### src/rtl/regfile_scoreboard.sv
// regfile_scoreboard: parametrised register file with a per-register busy
// scoreboard for decode-stage hazard detection and a sequential clear engine.
// Optional write-to-read bypass is enabled by defining REGFILE_BYPASS_EN.
module regfile_scoreboard #(
  parameter int DATA_W   = 19,
  parameter int DEPTH    = 4,
  parameter int ADDR_W   = 2,
  parameter int ZERO_REG = 1
) (
  input  logic              clock,
  input  logic              Regreset_n,
  input  logic              clr_req,
  output logic              clr_busy,
  input  logic              WE3,
  input  logic [ADDR_W-1:0] A3,
  input  logic [DATA_W-1:0] WD3,
  input  logic [ADDR_W-1:0] A1,
  input  logic [ADDR_W-1:0] A2,
  output logic [DATA_W-1:0] RD1,
  output logic [DATA_W-1:0] RD2,
  input  logic              iss_valid,
  input  logic [ADDR_W-1:0] iss_rd,
  output logic              busy1,
  output logic              busy2
);

  typedef enum logic {
    ST_IDLE  = 1'b0,
    ST_CLEAR = 1'b1
  } state_t;

  state_t              state_reg;
  logic [ADDR_W-1:0]   clr_idx_reg;
  logic                clr_busy_reg;
  logic [DATA_W-1:0]   mem_reg [DEPTH];
  logic [DEPTH-1:0]    busy_reg;

  logic idle;
  logic wr_ok;
  logic iss_ok;
  logic clr_start;
  logic clr_last;

  assign idle      = (state_reg == ST_IDLE);
  // Register 0 is hardwired when ZERO_REG is set, so it never accepts data or a tag.
  assign wr_ok     = WE3 && idle && !((ZERO_REG != 0) && (A3 == '0));
  assign iss_ok    = iss_valid && idle && !((ZERO_REG != 0) && (iss_rd == '0));
  assign clr_start = idle && clr_req;
  assign clr_last  = (clr_idx_reg == ADDR_W'(DEPTH - 1));

  // Clear engine: walks the index over every entry once, then returns to idle.
  always_ff @(posedge clock or negedge Regreset_n) begin
    if (!Regreset_n) begin
      state_reg    <= ST_IDLE;
      clr_idx_reg  <= '0;
      clr_busy_reg <= 1'b0;
    end else begin
      case (state_reg)
        ST_IDLE: begin
          if (clr_req) begin
            state_reg    <= ST_CLEAR;
            clr_idx_reg  <= '0;
            clr_busy_reg <= 1'b1;
          end
        end
        ST_CLEAR: begin
          clr_idx_reg <= clr_idx_reg + 1'b1;
          if (clr_last) begin
            state_reg    <= ST_IDLE;
            clr_busy_reg <= 1'b0;
          end
        end
        default: begin
          state_reg    <= ST_IDLE;
          clr_busy_reg <= 1'b0;
        end
      endcase
    end
  end

  assign clr_busy = clr_busy_reg;

  generate
    for (genvar gi = 0; gi < DEPTH; gi++) begin : g_entry
      // Data entry: the clear engine has priority; writeback writes are only accepted while idle.
      always_ff @(posedge clock or negedge Regreset_n) begin
        if (!Regreset_n) begin
          mem_reg[gi] <= '0;
        end else if (!idle && (clr_idx_reg == ADDR_W'(gi))) begin
          mem_reg[gi] <= '0;
        end else if (wr_ok && (A3 == ADDR_W'(gi))) begin
          mem_reg[gi] <= WD3;
        end
      end

      // Busy bit: starting a clear wipes the scoreboard; a new issue beats a same-cycle retire.
      always_ff @(posedge clock or negedge Regreset_n) begin
        if (!Regreset_n) begin
          busy_reg[gi] <= 1'b0;
        end else if (clr_start) begin
          busy_reg[gi] <= 1'b0;
        end else if (iss_ok && (iss_rd == ADDR_W'(gi))) begin
          busy_reg[gi] <= 1'b1;
        end else if (wr_ok && (A3 == ADDR_W'(gi))) begin
          busy_reg[gi] <= 1'b0;
        end
      end
    end
  endgenerate

  // Read port 1: array lookup, optional same-cycle bypass, zero-register override last.
  always_comb begin
    RD1   = mem_reg[A1];
    busy1 = busy_reg[A1];
`ifdef REGFILE_BYPASS_EN
    if (WE3 && idle && (A3 == A1)) begin
      RD1   = WD3;
      busy1 = 1'b0;
    end
`endif
    if ((ZERO_REG != 0) && (A1 == '0)) begin
      RD1   = '0;
      busy1 = 1'b0;
    end
  end

  // Read port 2: identical structure to port 1.
  always_comb begin
    RD2   = mem_reg[A2];
    busy2 = busy_reg[A2];
`ifdef REGFILE_BYPASS_EN
    if (WE3 && idle && (A3 == A2)) begin
      RD2   = WD3;
      busy2 = 1'b0;
    end
`endif
    if ((ZERO_REG != 0) && (A2 == '0)) begin
      RD2   = '0;
      busy2 = 1'b0;
    end
  end

endmodule
### config.mk
export PLATFORM = sky130hd
export DESIGN_NAME = regfile_scoreboard
export DESIGN_NICKNAME = d
export VERILOG_FILES = /design/src/rtl/regfile_scoreboard.sv
export SDC_FILE = /design/constraint.sdc
export NUM_CORES = 1
export LEC_CHECK = 0
export ABC_AREA = 0
export CELL_PAD_IN_SITES_DETAIL_PLACEMENT = 1
export CELL_PAD_IN_SITES_GLOBAL_PLACEMENT = 1
export CORE_MARGIN = 5
export CORE_UTILIZATION = 38
export CTS_BUF_LIST = sky130_fd_sc_hd__clkbuf_4
export CTS_CLUSTER_DIAMETER = 50
export DETAILED_ROUTE_END_ITERATION = 8
export GPL_TIMING_DRIVEN = 0
export PLACE_DENSITY = 0.79
export SYNTH_ARGS = -nofsm -noshare
export SYNTH_HDL_FRONTEND = slang
export SYNTH_SLANG_ARGS = --single-unit
### constraint.sdc
create_clock -name clock -period 1.7 [get_ports clock]
set_clock_uncertainty 0.05 [all_clocks]
set_input_delay 0.17 -clock clock [delete_from_list [all_inputs] [get_ports clock]]
set_output_delay 0.17 -clock clock [all_outputs]
set_load 0.005 [all_outputs]
; ---- After elaboration in Yosys (flattened, before gate mapping)
; Cells that the tools add are included.
[totals]
reg_bits = 84
output_inout_bits = 41
input_bits = 32
elab_cells = 105
[op_classes]
eq_ne = 11
n_bitwise = 3
magnitude_cmp = 4
mux = 42
add_sub_neg = 1
reduce_logical = 33
[op_table]
columns = cell, n
row1 = 2-to-1 mux 19 bit, 14
row2 = binary-select mux 19 bit (select 2 bit), 2
row3 = 2-to-1 mux 1 bit, 20
row4 = logical AND 1 bit, 17
row5 = "equality test 2 bit, second input constant", 6
row6 = nonzero test 3 bit, 4
row7 = logical NOT 2 bit, 5
row8 = nonzero test 2 bit, 4
row9 = "equality test 2 x 1 -> 1 bit, second input constant", 3
row10 = "greater-or-equal comparator 3 bit, second input constant", 2
row11 = "< comparator 2 x 3 -> 1 bit, second input constant", 2
row12 = NOT 2 -> 3 bit, 2
row13 = binary-select mux 1 bit (select 2 bit), 2
row14 = one-hot mux 1 bit (2 select lines), 2
row15 = one-hot mux 2 bit (2 select lines), 1
row16 = "adder 2 x 1 -> 2 bit, second input constant", 1
row17 = logical NOT 1 bit, 2
row18 = 2-to-1 mux 2 bit, 1
row19 = "!= test 2 x 1 -> 1 bit, second input constant", 1
row20 = "!= test 2 bit, second input constant", 1
row21 = AND reduction 2 bit, 1
row22 = NOT 1 bit, 1

; ---- Depth between registers and ports, before layout
[logic_depth]
ltp_word = 7
depth_mapped = 6

; ---- Least setup slack after synthesis
; No wires, ideal clock.
[synth_path]
kind = reg-to-reg
from = register clr_idx_reg[0]
to = register mem_reg[35] (netlist bit)
t_arrival_ps = 1073
setup_ps = 83
path_stages_with_launch = 7
required_time_ps = 1567
slack_ps = 494
cell_sequence = dfrtp_1 > inv_1 > ha_1 > nand2_4 > buf_4 > nand2_1 > o21ai_0
[synth_via]
elab_chain_cells = 3
[synth_lines]
columns = element, line
row1 = from (decl), 33  ; logic [ADDR_W-1:0] clr_idx_reg;
row2 = from (signal assigned), 67  ; clr_idx_reg <= clr_idx_reg + 1'b1;
row3 = equality test 2 bit (*), 89  ; end else if (!idle && (clr_idx_reg == ADDR_W'(gi))) begin
row4 = logical AND 1 bit (*), 89
row5 = 2-to-1 mux 19 bit / nonzero test 2 bit (equally long branches), -
row6 = "to (signal, indexed assignment)", 88  ; mem_reg[gi] <= '0;
row7 = "to (signal, indexed assignment)", 90  ; mem_reg[gi] <= '0;
row8 = "to (signal, indexed assignment)", 92  ; mem_reg[gi] <= WD3;
row9 = to (decl), 35  ; logic [DATA_W-1:0] mem_reg [DEPTH];
; Mark *: on every way between the ends. The rest lies on a longest branch, timed or not.
; A chain may end at the register's enable or synchronous reset.

; ---- Final worst setup path
[layout_path]
from = register mem_reg[8] (netlist bit)
to = output port RD1[8]
[layout_via]
elab_chain_cells = 4
[layout_lines]
columns = element, line
row1 = binary-select mux 19 bit (select 2 bit), 113  ; RD1 = mem_reg[A1];
row2 = 2-to-1 mux 19 bit (not written as such) (2 in a row), 113
row3 = 2-to-1 mux 19 bit, 121  ; if ((ZERO_REG != 0) && (A1 == '0)) begin
row4 = to (decl), 19  ; output logic [DATA_W-1:0] RD1,
; Every way passes these cells. The select of a mux whose other input is x is not followed.

==> impl_metrics.yaml <==
outcome:
  status: "complete, but fails checks"
  violations: "negative setup slack"
worst_setup_path:
  end_kind: "output port"
  cpPeakStageDelay_ns: 0.43
  critPathLaunch: "mem_reg[8]"
  path_max_fanout: 2
  cp_data_arrival_time_ns: 1.58
  reg2reg_depth: 3
  critical_path_required_ns: 1.48
  slowest_stage: "dfrtp_1"
  reg2reg_from: "state_reg"
  critPathKind: "reg2out"
  crit_path_cell_trace: "buf_6, mux2_2, a22o_1, buf_2"
  r2r_slack_ns: 0.14
  startpoint_type: "flop"
  crit_end: "RD1[8]"
  rr_endpoint: "mem_reg[10]"
flow_run:
  maxCapViolations: 0
placement:
  gp_congestion: 0.8063
  numPortBuffers: 72
  dp_hpwl_um: 8303
  dp.cells: 562
logic_synthesis:
  synth_area_leaders: "dfrtp_1 (45%), mux2_2 (13%), nand2_1 (13%)"
  synth_area_per_cell_um2: 9.353
  synth_top_cell_by_area: "dfrtp_1"
  synth_seq_area_share_pct: 45.18
  synthCells: 379
  synth_edf_count: 0
  async_flop_share_pct: 100.0
  synth_common_cells: "nand2_1 (120), dfrtp_1 (64), o21ai_0 (54)"
  yosysTopAreaCellShare_pct: 45.18
  syn_area_mm2: 0.003545
  yosys.cell_count.top_type: "nand2_1"
  ys.flop_type: "dfrtp_1"
  synth_seq_cells: 64
  syn_nets: 415
  synth_warnings: 0
  synth.distinct_cells: 24
clock_tree:
  cts_tree: "built"
  clkSinkCount: 64
  h-tree-depth: 3
  clkLatencyLatePin_ns: 0.41
  cts_made_buffers: 9
  ctsRootBufferMaster: "clkbuf_4"
  clk_pin_slew_ns: 0.12
  clk_path_buf_depth: 2
drt:
  drc_errors: 0
  drt_iter0_drc: 184
  vias: 3472
  ant_nets: 0
  drt_pass1_iterations: 4
  wl_per_cell_um: 21.15
  routed_wl_um: 13200
  vias_per_cell: 5.564
grt:
  grt_pass1_wl_um: 20490
  overflow: 0
  antenna_found_initial: 0
  grt_use_total_pct: 23.58
  first_global_vias: 3857
  grt_max_degree: 65
hold_path:
  holdCritStartpoint: "WD3[17]"
  min_path_cells: 3
  hp-class: "in2reg"
sta:
  max_freq_ghz: 0.5555
  hold_viol_final: 0
  worstMarginPinSlew_ns: 0.8452
  slew_violations: 0
  finalSetupViolCount: 17
  setup_ws_ns: -0.1001
  period_share_pct: 105.9
  slew_headroom_pct: 43.65
  period_needed_ns: 1.800
  rsz0062_at_grt: "true"
power:
  leakage_nw: 2.426
  power_w: 0.007600
  peakVddDrop_v: 0.0006921
  power.density_mw_per_mm2: 1547
floorplanning:
  chipHeight_um: 106.6
  dieArea_mm2: 0.01136
  core_area_mm2: 0.009153
  std_cell_rows: 35
  initial_utilization_pct: 38.73
  die_x_um: 106.6
  io_pins: 73
layout:
  final.fill_count: 1071
  ff_latch_area_mm2: 0.001602
  n_antenna_cell: 0
  fin_util_pct: 53.68
  fin_cells: 624
  final_nets: 545
  multi_input_area_mm2: 0.001851
  area_delta_synth_final_pct: 38.62
  largest_register_ffs: 57
  drive_above_1_share_pct: 34.31
## repair_timing
action | 4_1_cts | 5_1_grt
hold buffers | 1 | 0
endpoints found under the setup margin | 40 | 26
cloned | 1 | 0
hold endpoints to repair | 64 | 0
pin swaps | 2 | 3
resized for setup | 214 | 18
setup buffers | 43 | 8
## area by class of cell
type | instances | share of cell area [%]
repair buffers | 119 | 19.17
clock buffers | 10 | 1.528
multi-input cells | 282 | 37.66
clock inverters | 5 | 0.9931
plain buffers | 28 | 4.838
flip-flops and latches | 64 | 32.59
well taps | 111 | 2.827
inverters | 5 | 0.3820
## logic make-up after synthesis
group           Yosys count  synth area share, %
fa+ha+maj                 4                1.412
flops                    64                45.18
simple gates            134                16.10
compound gates          104                18.99
buf+inv                  33                5.612
mux                      40                12.71
## how the worst min path moves through the flow
| stage | to | slack [ns] |
|---|---|---|
| after global routing | mem_reg[36] | 0.29 |
| after global placement | clr_idx_reg[0] | 0.46 |
| final | mem_reg[36] | 0.29 |
| after floorplan | busy_reg[1] | -0.18 |
| after detailed placement | mem_reg[28] | 0.27 |
| after CTS | mem_reg[36] | 0.28 |
## metal layers
layer | vias up | GRT usage [%] | wire, um
met1 | 1789 | 29.99 | 5749
met3 | 16 | 4.997 | 593
met4 | 0 | 7.397 | 186
li1 | 1574 | - | -
met5 | - | 0 | 0
met2 | 93 | 40.15 | 6672
## where the power goes
group / internal [W] / switching, W
Sequential: 0.00223 / 0.000598
Clock: 0.000446 / 0.000572
Combinational: 0.00213 / 0.00162
## stage by stage
| step | hold WS [ns] | setup TNS, ns | area, um^2 | worst slack, ns |
|---|---|---|---|---|
| floorplan | -0.1756 | 0 | 3545 | 0.4942 |
| global placement | 0.4622 | -142.63 | 4404 | -1.875 |
| detailed placement | 0.2748 | -24.94 | 4402 | -0.7355 |
| CTS | 0.2755 | -0.9919 | 4827 | -0.09305 |
| global route | 0.2893 | -2.123 | 4913 | -0.1572 |
| finish | 0.2936 | -0.9957 | 4913 | -0.1001 |
## critical path: cells and delay by family, from the launching register on
| kind | cells | cell delay [ns] |
|---|---|---|
| flip-flops | 1 | 0.43 |
| AO/OA/AOI/OAI | 1 | 0.20 |
| multiplexers | 1 | 0.25 |
| buffers and inverters | 2 | 0.27 |
## layout by cell type, fill, tap and decap left out, drive strengths merged, types with 2 or more instances in the layout
cell type and instances:
clkinv 4, nor2b 3, o22ai 3, mux2 40, a22o 39, dfrtp 64
inv 5, buf 103, dlygate4sd2 2, clkbuf 22, clkdlybuf4s50 28, ha 4
nand2 123, o21ai 61, and4bb 2
(Power assumes the default switching activity.)
